===== src/rtl/crc_byte_feeder.sv =====
// Byte FIFO feeding the CRC32 engine: accepts 1/2/4-byte bus writes, emits bytes FWFT.
// Optional MSB-first storage of multi-byte writes is enabled by defining CRC_FEEDER_BSWAP_EN.
module crc_byte_feeder #(
  parameter  int DEPTH = 8,
  localparam int AW    = $clog2(DEPTH)
) (
  input  logic          clk,
  input  logic          rst,
  input  logic          wr_en,
  input  logic [1:0]    wr_size,
  input  logic [31:0]   wr_data,
`ifdef CRC_FEEDER_BSWAP_EN
  input  logic          bswap,
`endif
  output logic          wr_room,
  output logic          byte_valid,
  output logic [7:0]    byte_data,
  input  logic          byte_ready,
  input  logic          flush,
  output logic [AW:0]   level,
  output logic          overflow,
  output logic [31:0]   byte_count
);

  logic [7:0]    mem_q [DEPTH];
  logic [AW-1:0] wr_ptr_q, wr_ptr_d;
  logic [AW-1:0] rd_ptr_q, rd_ptr_d;
  logic [AW:0]   level_q, level_d;
  logic          overflow_q, overflow_d;
  logic [31:0]   byte_count_q, byte_count_d;

  logic [AW:0]   push_n;
  logic [AW:0]   free_w;
  logic          accept;
  logic          pop;
  logic [7:0]    lane [4];

  always_comb begin
    unique case (wr_size)
      2'b00:   push_n = (AW+1)'(1);
      2'b01:   push_n = (AW+1)'(2);
      2'b10:   push_n = (AW+1)'(4);
      default: push_n = '0;
    endcase
  end

  // Room is judged on the registered level only; a same-cycle pop never makes room.
  assign free_w = (AW+1)'(DEPTH) - level_q;
  assign accept = wr_en && (push_n != '0) && (free_w >= push_n);
  assign pop    = (level_q != '0) && byte_ready;

  always_comb begin
    lane[0] = wr_data[7:0];
    lane[1] = wr_data[15:8];
    lane[2] = wr_data[23:16];
    lane[3] = wr_data[31:24];
`ifdef CRC_FEEDER_BSWAP_EN
    if (bswap && wr_size == 2'b10) begin
      lane[0] = wr_data[31:24];
      lane[1] = wr_data[23:16];
      lane[2] = wr_data[15:8];
      lane[3] = wr_data[7:0];
    end else if (bswap && wr_size == 2'b01) begin
      lane[0] = wr_data[15:8];
      lane[1] = wr_data[7:0];
    end
`endif
  end

  always_comb begin
    wr_ptr_d     = wr_ptr_q;
    rd_ptr_d     = rd_ptr_q;
    level_d      = level_q;
    overflow_d   = overflow_q;
    byte_count_d = byte_count_q;
    if (accept) begin
      wr_ptr_d = wr_ptr_q + push_n[AW-1:0];
    end else if (wr_en && push_n != '0) begin
      overflow_d = 1'b1;
    end
    if (pop) begin
      rd_ptr_d     = rd_ptr_q + AW'(1);
      byte_count_d = byte_count_q + 32'd1;
    end
    level_d = level_q + (accept ? push_n : '0) - (pop ? (AW+1)'(1) : '0);
  end

  // NOTE: the storage array has no reset; pointers and level alone define what is valid.
  always_ff @(posedge clk) begin
    if (!rst && !flush && accept) begin
      for (int i = 0; i < 4; i++) begin
        if ((AW+1)'(i) < push_n) mem_q[wr_ptr_q + AW'(i)] <= lane[i];
      end
    end
  end

  always_ff @(posedge clk) begin
    if (rst || flush) begin
      wr_ptr_q     <= '0;
      rd_ptr_q     <= '0;
      level_q      <= '0;
      overflow_q   <= 1'b0;
      byte_count_q <= '0;
    end else begin
      wr_ptr_q     <= wr_ptr_d;
      rd_ptr_q     <= rd_ptr_d;
      level_q      <= level_d;
      overflow_q   <= overflow_d;
      byte_count_q <= byte_count_d;
    end
  end

  assign byte_valid = (level_q != '0);
  assign byte_data  = mem_q[rd_ptr_q];
  assign level      = level_q;
  assign overflow   = overflow_q;
  assign byte_count = byte_count_q;
  assign wr_room    = (free_w >= (AW+1)'(4));

endmodule


===== config.mk =====
export PLATFORM = sky130hd
export DESIGN_NAME = crc_byte_feeder
export DESIGN_NICKNAME = d
export VERILOG_FILES = /design/src/rtl/crc_byte_feeder.sv
export SDC_FILE = /design/constraint.sdc
export NUM_CORES = 1
export LEC_CHECK = 0
export ABC_AREA = 1
export CORE_ASPECT_RATIO = 1.2
export CORE_MARGIN = 4
export CORE_UTILIZATION = 50
export CTS_CLUSTER_DIAMETER = 120
export DETAILED_ROUTE_END_ITERATION = 6
export GPL_TIMING_DRIVEN = 0
export PLACE_DENSITY = 0.72
export SLEW_MARGIN = 0
export SYNTH_ARGS = -nofsm -noshare
export SYNTH_HDL_FRONTEND = slang
export SYNTH_SLANG_ARGS = --single-unit

===== constraint.sdc =====
create_clock -name clk -period 6.5 [get_ports clk]
set_input_delay 1.625 -clock clk [delete_from_list [all_inputs] [get_ports clk]]
set_output_delay 1.625 -clock clk [all_outputs]
set_load 0.01 [all_outputs]

==> summary.md, run 1 <==
| Metric | Value |
|---|---|
| Post-CTS resize count | `0` |
| Die W | `121.4 microns` |
| Total power | `1.949 mW` |
| DR vias/cell | `5.467` |
| Layout cell share with drive strength beyond 1 | `5.453%` |
| FF-to-FF Start | `wr_ptr_q[0]` |
| Pwr/cell area | `215.5 nW/um^2` |
| Setup-failing EPs final | `0` |
| Avg Cell Area, Syn | `6.690 sq um` |
| Fmax | `217.3 MHz` |
| Layout Utilization | `59.97%` |
| Reg2reg setup slack | `2.79 ns` |
| Register bit total from synthesis | `110` |
| Initial DRC count | `1,083` |
| Top FF cell, synth | `edfxtp_1` |
| Worst setup EP type | `register` |
| Die Ht | `144.1 microns` |
| Worst path arrival time | `4.57 ns` |
| Postcts setup bufs | `0` |
| CTS buffer count | `9` |
| Initial Utilization | `51.19%` |
| Avg WL per Cell | `17.75 microns` |
| Synth Warn # | `0` |
| Worst hold margin | `0.4730 ns` |
| Ant. Diodes | `0` |
| Synth area leader | `edfxtp_1` |
| Final std cells w/o fill | `1,451` |
| Maxcap violations | `0` |
| Via count | `7,932` |
| Worst EP required | `6.47 ns` |
| Vias in the first global route | `6,991` |
| Slowest cell on crit path | `nor2_1` |
| Post-synth top cells | `nand2_1, nor2_1, inv_1, nand3_1, o21ai_0` |
| CTS tree | `built` |
| First-pass GRT wire length | `39,560 microns` |
| Nets | `1,302` |
| Worst-skew pair later-pin latency | `0.35 ns` |
| Worst-path maximum fanout | `8` |
| Yosys cell types | `41` |
| Antenna-violating nets left | `0` |
| Layout area overhead | `17.16%` |
| Skew final | `0.01212 ns` |
| Fin. max-slew vios | `0` |
| DP Worst Slack | `1.573 ns` |
| PortBufs | `77` |
| R2R depth | `9` |
| Synth area leaders | `edfxtp_1, nand2_1, dfxtp_1, nor2_1, inv_1` |
| Die Area | `17,500 sq um` |
| Synth Net Count | `1,214` |
| Grt ovf | `0` |
| CORE AREA | `15,080 sq um` |
| Final period util | `70.79%` |
| DP Wirelength | `20,740 microns` |
| Crit path largest cell delay | `0.51 ns` |
| Register area share after synthesis | `36.82%` |
| Clock sink count | `110` |
| Number of flops mapped to enable cells by yosys | `64` |
| Cell Chain, Critical Path | `clkdlybuf4s50_1, inv_1, ha_1, inv_1, ha_1, nand2_1, nand3_4, nand4_4, nor2_1, a21oi_1, o211ai_1` |
| Tightest Pin Transition | `1.041 ns` |
| Clk buf depth | `2` |
| Fill count | `1,519` |
| Cell Area, Placed | `8746 sq um` |
| Count leader, synth | `nand2_1` |
| Post-CTS Hold Buffers | `0` |
| Hold Path Class | `reg -> reg` |
| # rows | `49` |
| CTS root buffer | `clkbuf_16` |
| Post-synthesis instance total | `1,154` |
| Tmin final | `4.601 ns` |
| Setup Crit Path Kind | `in -> reg` |
| Total Routing Usage GR | `29.71%` |
| Reg2Reg Capture Point | `mem_q[3][2]` |
| IO Count | `86` |
| Post-synth top area share | `24.89%` |
| Worst vdd ir | `163.2 uV` |
| H-tree depth | `3` |
| Synthesized area | `7720 sq um` |
| Drt drc | `0` |
| Outcome | `finished, final reports clean` |
| GP Congestion | `1.028` |
| Critical Path Start Type | `primary input` |
| Min-Delay Path Depth | `2` |
| Largest net degree at the start of global routing | `21` |
| Initial antenna violation count | `0` |
| Hold Path Origin | `overflow` |
| Inst Count DP | `1,435` |
| Clock-pin slew on the worst setup and hold paths | `0.07 ns` |
| Lkg Pwr | `3.693 nW` |
| RSZ-0062 raised after global routing | `false` |
| Min-Delay Endpoint | `overflow` |
| Final instance area | `9045 sq um` |
| Detailed Routing Iterations Pass 1 | `6` |
| Final worst setup slack | `1.899 ns` |
| Async SR Flop Fraction | `0%` |
| Max transition margin | `30.31%` |
| Setup_tns | `0 ns` |
| Endpoints failing hold | `0` |
| Post-Route WL | `25,760 microns` |
[layer usage]
metal	vias to the layer above	track usage, %	share of wire [%]
met1	3592	42.71	43
met3	47	5.203	9.4
met5	-	0	0
met4	0	7.670	2.4
li1	3912	-	-
met2	381	46.58	45
[report_power, final]
part | switching (mW) | total (mW) | leakage [nW] | internal [mW]
combinational | 0.393 | 0.616 | 2.60 | 0.223
sequential | 0.0224 | 0.789 | 0.948 | 0.767
clock | 0.263 | 0.544 | 0.149 | 0.282
[logic make-up (layout without fill, tap and decap cells)]
kind of cell	after synthesis	count (layout)	share of synthesized area, %
fa+ha+maj	21	21	3.598
flops	110	110	36.82
buf+inv	190	283	9.498
xor+xnor	18	18	2.042
compound gates	170	170	12.14
simple gates	645	645	35.90
[registers in the layout, summed over array words and instances, names as in the netlist, named ones only]
register and flops:
byte_count 32, level 4, mem_q 64, overflow 1, rd_ptr_q 3, wr_ptr_q 3
[layout make-up]
type / instances / area [sq um] / share of cell area [%]
inverter: 157 / 589.3 / 6.515
multi-input combinational: 854 / 4144 / 45.82
timing repair buffer: 77 / 770.7 / 8.521
clock inverter: 6 / 60.06 / 0.6640
sequential: 110 / 2843 / 31.43
buffer: 33 / 143.9 / 1.591
clock buffer: 10 / 239.0 / 2.642
tap: 204 / 255.2 / 2.822
[layout by cell type (no fill, tap or decap), types with 10 or more instances in the layout]
cell and n:
a21oi_1 43, buf_2 10, clkbuf_1 20, clkdlybuf4s50_1 77, dfxtp_1 46, edfxtp_1 64
ha_1 19, inv_1 150, nand2_1 314, nand3_1 85, nor2_1 176, nor2_2 15
nor3_1 21, o211ai_1 19, o21ai_0 83, o22ai_1 10, xor2_1 12
[how the worst max path moves through the flow]
stage | from | end | slack (ns) | depth (start not counted)
final | wr_size[0] | mem_q[4][7] | 1.90 | 11
after detailed placement | wr_size[0] | level[3] | 1.57 | 18
after floorplan | wr_size[0] | level[3] | 2.45 | 17
after global placement | wr_size[0] | mem_q[4][0] | 1.64 | 11
after global routing | wr_size[0] | level[3] | 1.67 | 18
after CTS | wr_size[0] | level[3] | 1.94 | 18
[worst max-delay path: cells and delay by family]
kind            cells  cell delay [ns]
simple gates        4             0.90
compound gates      2             0.66
buf+inv             3             0.75
fa+ha+maj           2             0.61
Power figures use the tool's default switching activity.
==> inputs of run 2 (changes only) <==
--- a/config.mk
+++ b/config.mk
@@ -12,7 +12,7 @@
 export CTS_CLUSTER_DIAMETER = 120
 export DETAILED_ROUTE_END_ITERATION = 6
 export GPL_TIMING_DRIVEN = 0
-export PLACE_DENSITY = 0.72
+export PLACE_DENSITY = 0.75
 export SLEW_MARGIN = 0
 export SYNTH_ARGS = -nofsm -noshare
 export SYNTH_HDL_FRONTEND = slang
==> constraint.sdc (replaced) <==
create_clock -name clk -period 4.02 [get_ports clk]
set_input_delay 1.005 -clock clk [delete_from_list [all_inputs] [get_ports clk]]
set_output_delay 1.005 -clock clk [all_outputs]
set_load 0.01 [all_outputs]
==> summary.md, run 2 (synthesis results as in run 1) <==
| Metric | Value |
|---|---|
| Outcome | `finished, final reports clean` |
| Vias in the first global route | `7,176 (+2.6%)` |
| Clock sink count | `110 (unchanged)` |
| Top delay family on crit path | `simple AND/OR/NAND/NOR gates` |
| Initial antenna violation count | `0 (unchanged)` |
| DP Wirelength | `19,990 microns (-3.6%)` |
| Area of the multi-input gates | `4151 sq um (+0.18%)` |
| Hold Path Class | `reg -> reg` |
| Cell Area, Placed | `8746 sq um (unchanged)` |
| Clock-pin slew on the worst setup and hold paths | `0.08 ns (about the same)` |
| Tightest Pin Transition | `0.9672 ns (-0.07359 ns)` |
| Nets | `1,302 (unchanged)` |
| CTS root buffer | `clkbuf_16` |
| Crit path largest cell delay | `0.51 ns (about the same)` |
| Layout cell share with drive strength beyond 1 | `5.774% (+0.32 points)` |
| CP most frequent cell | `nand2_1` |
| DR vias/cell | `5.483 (+0.30%)` |
| Fmax | `263.5 MHz` |
| PortBufs | `77 (unchanged)` |
| Net Sw Frac | `35.00% (+0.21 points)` |
| Most common cell after layout, fill and taps aside | `nand2_1` |
| First-pass GRT wire length | `38,530 microns (-2.6%)` |
| Initial Utilization | `51.19% (unchanged)` |
| Maxcap violations | `0 (unchanged)` |
| CTS tree | `built` |
| Worst setup EP type | `register` |
| Final instance area | `9039 sq um (about the same)` |
| Final period util | `94.41%` |
| Clock power share | `27.4% (-0.5 points)` |
| Final worst setup slack | `0.2246 ns (-1.674 ns)` |
| Switching pwr | `1.101 mW (+62%)` |
| Postcts setup bufs | `0 (unchanged)` |
| Tmin final | `3.795 ns` |
| Fill count | `1,475 (-2.9%)` |
| Drt drc | `0 (unchanged)` |
| Biggest register | `mem_q` |
| Clk buf depth | `2 (unchanged)` |
| Pwr/cell area | `347.9 nW/um^2 (+61%)` |
| Worst vdd ir | `205.7 uV (+26%)` |
| Avg WL per Cell | `17.14 microns (-3.5%)` |
| Final std cells w/o fill | `1,451 (unchanged)` |
| Int Pwr | `2.044 mW (+61%)` |
| Die W | `121.4 microns (unchanged)` |
| Ant. Diodes | `0 (unchanged)` |
| Worst path arrival time | `3.79 ns (-0.78 ns)` |
| Antenna-violating nets left | `0 (unchanged)` |
| Max transition margin | `35.24% (+4.9 points)` |
| Via count | `7,956 (+0.30%)` |
| Layout area overhead | `17.08% (about the same)` |
| Part of the power in combinational logic | `31.9% (+0.3 points)` |
| CTS buffer count | `9 (unchanged)` |
| H-tree depth | `3 (unchanged)` |
| Cell Chain, Critical Path | `clkdlybuf4s50_1, inv_1, ha_1, ha_1, inv_1, nand2_1, nand2_1, nand2_1, nand2_1, nand3_4, nand3_4, nor2_8, nand2_1, nor2_4, nor2_1, nand3_1` |
| DP Worst Slack | `-0.2198 ns (-1.793 ns)` |
| Initial DRC count | `1,013 (-6.5%)` |
| Sequential Power Share | `40.6% (about the same)` |
| Setup Crit Path Kind | `in -> reg` |
| Slowest cell on crit path | `clkdlybuf4s50_1` |
| FF+latch area | `2843 sq um (unchanged)` |
| Lkg Pwr | `3.687 nW (-0.16%)` |
| Inst Count DP | `1,435 (unchanged)` |
| Worst EP required | `4.02 ns (-2.45 ns)` |
| Most frequent cells in the layout | `nand2_1, nor2_1, inv_1` |
| Critical Path Start Type | `primary input` |
| IO Count | `86 (unchanged)` |
| Skew final | `0.01315 ns (+0.001030 ns)` |
| Max FFs per register | `64 (unchanged)` |
| Endpoints failing hold | `0 (unchanged)` |
| Total power | `3.145 mW (+61%)` |
| Setup-failing EPs final | `0 (unchanged)` |
| Total Routing Usage GR | `28.67% (-1.0 points)` |
| Post-Route WL | `24,860 microns (-3.5%)` |
| Grt ovf | `0 (unchanged)` |
| GP Congestion | `1.023 (-0.52%)` |
| CORE AREA | `15,080 sq um (unchanged)` |
| Worst-skew pair later-pin latency | `0.35 ns (about the same)` |
| Die Ht | `144.1 microns (unchanged)` |
| # rows | `49 (unchanged)` |
| RSZ-0062 raised after global routing | `false` |
| Fin. max-slew vios | `0 (unchanged)` |
| Die Area | `17,500 sq um (unchanged)` |
| Largest net degree at the start of global routing | `20 (-4.8%)` |
| Worst-path maximum fanout | `9 (+1)` |
| CP bufs+invs | `3 (unchanged)` |
| Detailed Routing Iterations Pass 1 | `6 (unchanged)` |
[run 2: cell count changes in the layout (fill, tap and decap cells not counted), sizes merged]
| cell | previous run | this run |
|---|---|---|
| clkinv | 4 | 5 |
| inv | 159 | 158 |
[run 2: power groups by stage]
stage / logic [mW] / clock network, mW / registers [mW]
finish: 1.00 / 0.863 / 1.28
global placement: 0.961 / 0 / 1.30
CTS: 0.986 / 0.874 / 1.28
floorplan: 0.609 / 0 / 1.30
detailed placement: 0.981 / 0 / 1.30
global route: 1.12 / 0.911 / 1.28
[run 2: worst paths after layout]
kind,slack [ns],end,startpoint,cells after the start
setup / recovery,0.22,mem_q[7][3],wr_size[0],16
hold reg to reg,0.48,byte_count[31],byte_count[31],2
hold / removal,0.48,byte_count[31],byte_count[31],2
setup reg to reg,0.51,mem_q[3][4],wr_ptr_q[0],9
[run 2: area by class of cell]
class                           instances  area share (%)
Multi-Input combinational cell        854           45.93
Sequential cell                       110           31.45
Timing Repair Buffer                   77           8.527
Inverter                              157           6.520
Tap cell                              204           2.824
Clock buffer                           10           2.547
Buffer                                 33           1.592
Clock inverter                          6          0.6091
[run 2: worst reg2reg max path, stage by stage, from the launching register on]
cell and delay, ns:
dfxtp_1 0.46, clkinv_1 0.31, clkbuf_1 0.33, ha_1 0.38, clkbuf_1 0.35, nor2_1 0.18, inv_1 0.10, nor2_1 0.04
o21ai_0 0.44, o211ai_1 0.53
[run 2: what timing repair did]
item	4_1_cts	5_1_grt
endpoints found under the setup margin	0	16
endpoints found under the hold margin	0	0
resized for setup	0	4
hold buffers	0	0
[run 2: layer usage]
layer | wire length (microns) | global-route usage (%) | part of all wire, % | vias to the layer above
li1 | - | - | - | 3905
met1 | 10640 | 39.50 | 43 | 3567
met2 | 11180 | 45.15 | 45 | 408
met3 | 2097 | 4.577 | 8.4 | 76
met4 | 952 | 11.80 | 3.8 | 0
met5 | 0 | 0 | 0 | -
[run 2: per-stage QoR]
step           hold slack (ns)  util [%]  TNS (ns)
5_1_grt                 0.5084     59.93         0
4_1_cts                 0.4809     59.88         0
2_1_floorplan           0.4476         -         0
3_3_place_gp            0.4509     57.99    -4.114
6_report                0.4755     59.93         0
3_5_place_dp            0.4682     57.99    -3.618
==> variant: new RTL, config.mk and constraints of run 2 <==
Change the parameter `DEPTH` from 8 to 4.
--- a/src/rtl/crc_byte_feeder.sv
+++ b/src/rtl/crc_byte_feeder.sv
@@ -3,3 +3,3 @@
 module crc_byte_feeder #(
-  parameter  int DEPTH = 8,
+  parameter  int DEPTH = 4,
   localparam int AW    = $clog2(DEPTH)
Ports: changed (resized level); port bits go from 86 to 85. The function was not compared with the original's and may differ.
==> variant against run 2 <==
Setup slack worse by 0.018 ns; utilization rose by 5.4 points; largest power group is now clock; global-route usage down 3.2 points; final area fell by 31%; hold slack worse by 0.0023 ns; routed wire length fell by 41%; sequential cell count decreased by 36; power down 36%; area after synthesis fell by 37%.
==> variant: results (changes against run 2) <==
[run_status]
status=finished, final reports clean

[drt]
first_iter_violations=441  ; -56%
vias_per_cell=5.481  ; about the same
firstDrtPassIters=6  ; unchanged
post_drt_wl_per_cell_um=15.55  ; -9.2%

[cts]
cts_resized=0  ; unchanged
root_buffer=clkbuf_16
clk_pin_slew_worst_paths_ns=0.05  ; -0.03 ns
htree_num_levels=3  ; unchanged
cts_buffer_depth=2  ; unchanged
cts_made_buffers=9  ; unchanged
post_cts_buffers=0  ; unchanged
clk_latency_ns=0.34

[logic_synthesis]
yosysWarnings=0  ; unchanged
synthTopCellsByArea=edfxtp_1 (20%), dfxtp_1 (17%), nand2_1 (14%), o21ai_0 (10%), inv_1 (7.9%)
yosys-top-cells-count=nand2_1 (181), inv_1 (102), o21ai_0 (100)
synth_enable_flop_cells=32  ; -50%
synth_seq_area_share_pct=37.02  ; +0.19 points
synth_cell_type_count=37  ; -9.8%
synth_ff_type=dfxtp_1
syn-num-nets=768  ; -37%
synthArstFlopShare_pct=0  ; unchanged

[power]
ir_worst_vdd_mv=0.2455  ; +19%
switchingPower_w=0.0004919  ; -55%
power.leakage_nw=2.291  ; -38%

[place]
place_area_sq_um=5862  ; -33%
dp.final_hpwl_um=11220  ; -44%
gp_congestion=0.9549  ; -6.6%
io_buffers=84  ; +9.1%

[timing]
max_slew_margin_pct=57.61  ; +22 points
skew_ns=0.006184  ; -0.006963 ns

[critical_path]
r2r_cells=15  ; +6
cp_max_fo=9  ; unchanged
startpoint=wr_size[0]
cp.arrival_ns=3.79  ; about the same
reg2reg_from=level[0]

[grt]
grt_max_degree=13  ; -35%
grtUsageTotal_pct=25.43  ; -3.2 points
grt_pass1_wl_um=23080  ; -40%
antenna_found_initial=0  ; unchanged
grt_pass1_vias=4860  ; -32%
gr-total-overflow=0  ; unchanged

[layout]
diodes=0  ; unchanged
n_fill_cell=883  ; -40%
drive_gt1_share_pct=7.011  ; +1.2 points
nets=863  ; -34%

[hold_path]
hp-start=rd_ptr_q[0]
hold_path_class=flop to flop
hold-path-cell-count=1  ; -1

## variant: cell count changes after synthesis, sizes merged, moves of 9 or more
cell    before  now
o211ai      19    0
nand2      321  189
nor3        23    9
o21ai       86  116
nand3       87   27
a21oi       43   34
clkbuf      20    7
edfxtp      64   32
nor2       195   93
inv        155  104
## variant: routing by layer
layer	global-route usage (%)	up-vias	wire length [um]	part of all wire, %
met5	0	-	0	0
met4	13.67	0	606	4.2
met3	3.793	51	1122	7.7
met2	44.96	237	7088	49
met1	29.82	2338	5740	39
li1	-	2504	-	-
## variant: area by class of cell
cell class              count  area (sq um)  area share (%)
plain buffers              14         75.07           1.207
clock buffers              12         267.8           4.307
clock inverters             4         71.32           1.147
inverters                 105         396.6           6.380
multi-input cells         520          2610           41.98
flip-flops and latches     74          1802           28.98
well taps                 123         153.9           2.475
repair buffers             84         840.8           13.52
## variant: path summary, 6_finish.rpt
| path | slack [ns] | to |
|---|---|---|
| hold / removal | 0.47 | rd_ptr_q[0] |
| hold reg to reg | 0.47 | rd_ptr_q[0] |
| setup / recovery | 0.21 | mem_q[2][4] |
| setup reg to reg | 0.81 | mem_q[2][4] |
## variant: stage by stage
step	cells	worst slack, ns
2_1_floorplan	713	0.5547
6_report	936	0.2070
4_1_cts	936	0.1034
3_3_place_gp	920	-0.1590
3_5_place_dp	920	-0.2332
5_1_grt	936	0.02439
## variant: cells by family after synthesis
logic type                 Yosys count  share of synthesized area [%]
AOI/OAI and AO/OA                  161                          17.02
xor gates and xnor gates             7                          1.260
and+or+nand+nor                    336                          30.80
DFF                                 74                          37.02
buffers and inverters              119                          9.640
adders and majority gates           16                          4.267
## variant: power by group through the flow
stage	clock network (W)	registers, W	logic [W]
floorplan	0	0.000827	0.000165
CTS	0.000908	0.000813	0.000296
detailed placement	0	0.000828	0.000294
global route	0.000938	0.000814	0.000339
finish	0.000903	0.000813	0.000305
global placement	0	0.000828	0.000286
## variant: worst max-delay path, cell delays in order
cell and delay (ns):
clkdlybuf4s50_1 0.47, inv_2 0.10, ha_2 0.20, inv_4 0.07
ha_1 0.31, nand2_1 0.07, clkinv_1 0.05, nand2_1 0.07
nand2_4 0.12, nand3_4 0.14, nor2_4 0.18, nand2_1 0.26
o21ai_2 0.28, nor2_1 0.07, nand2_1 0.36
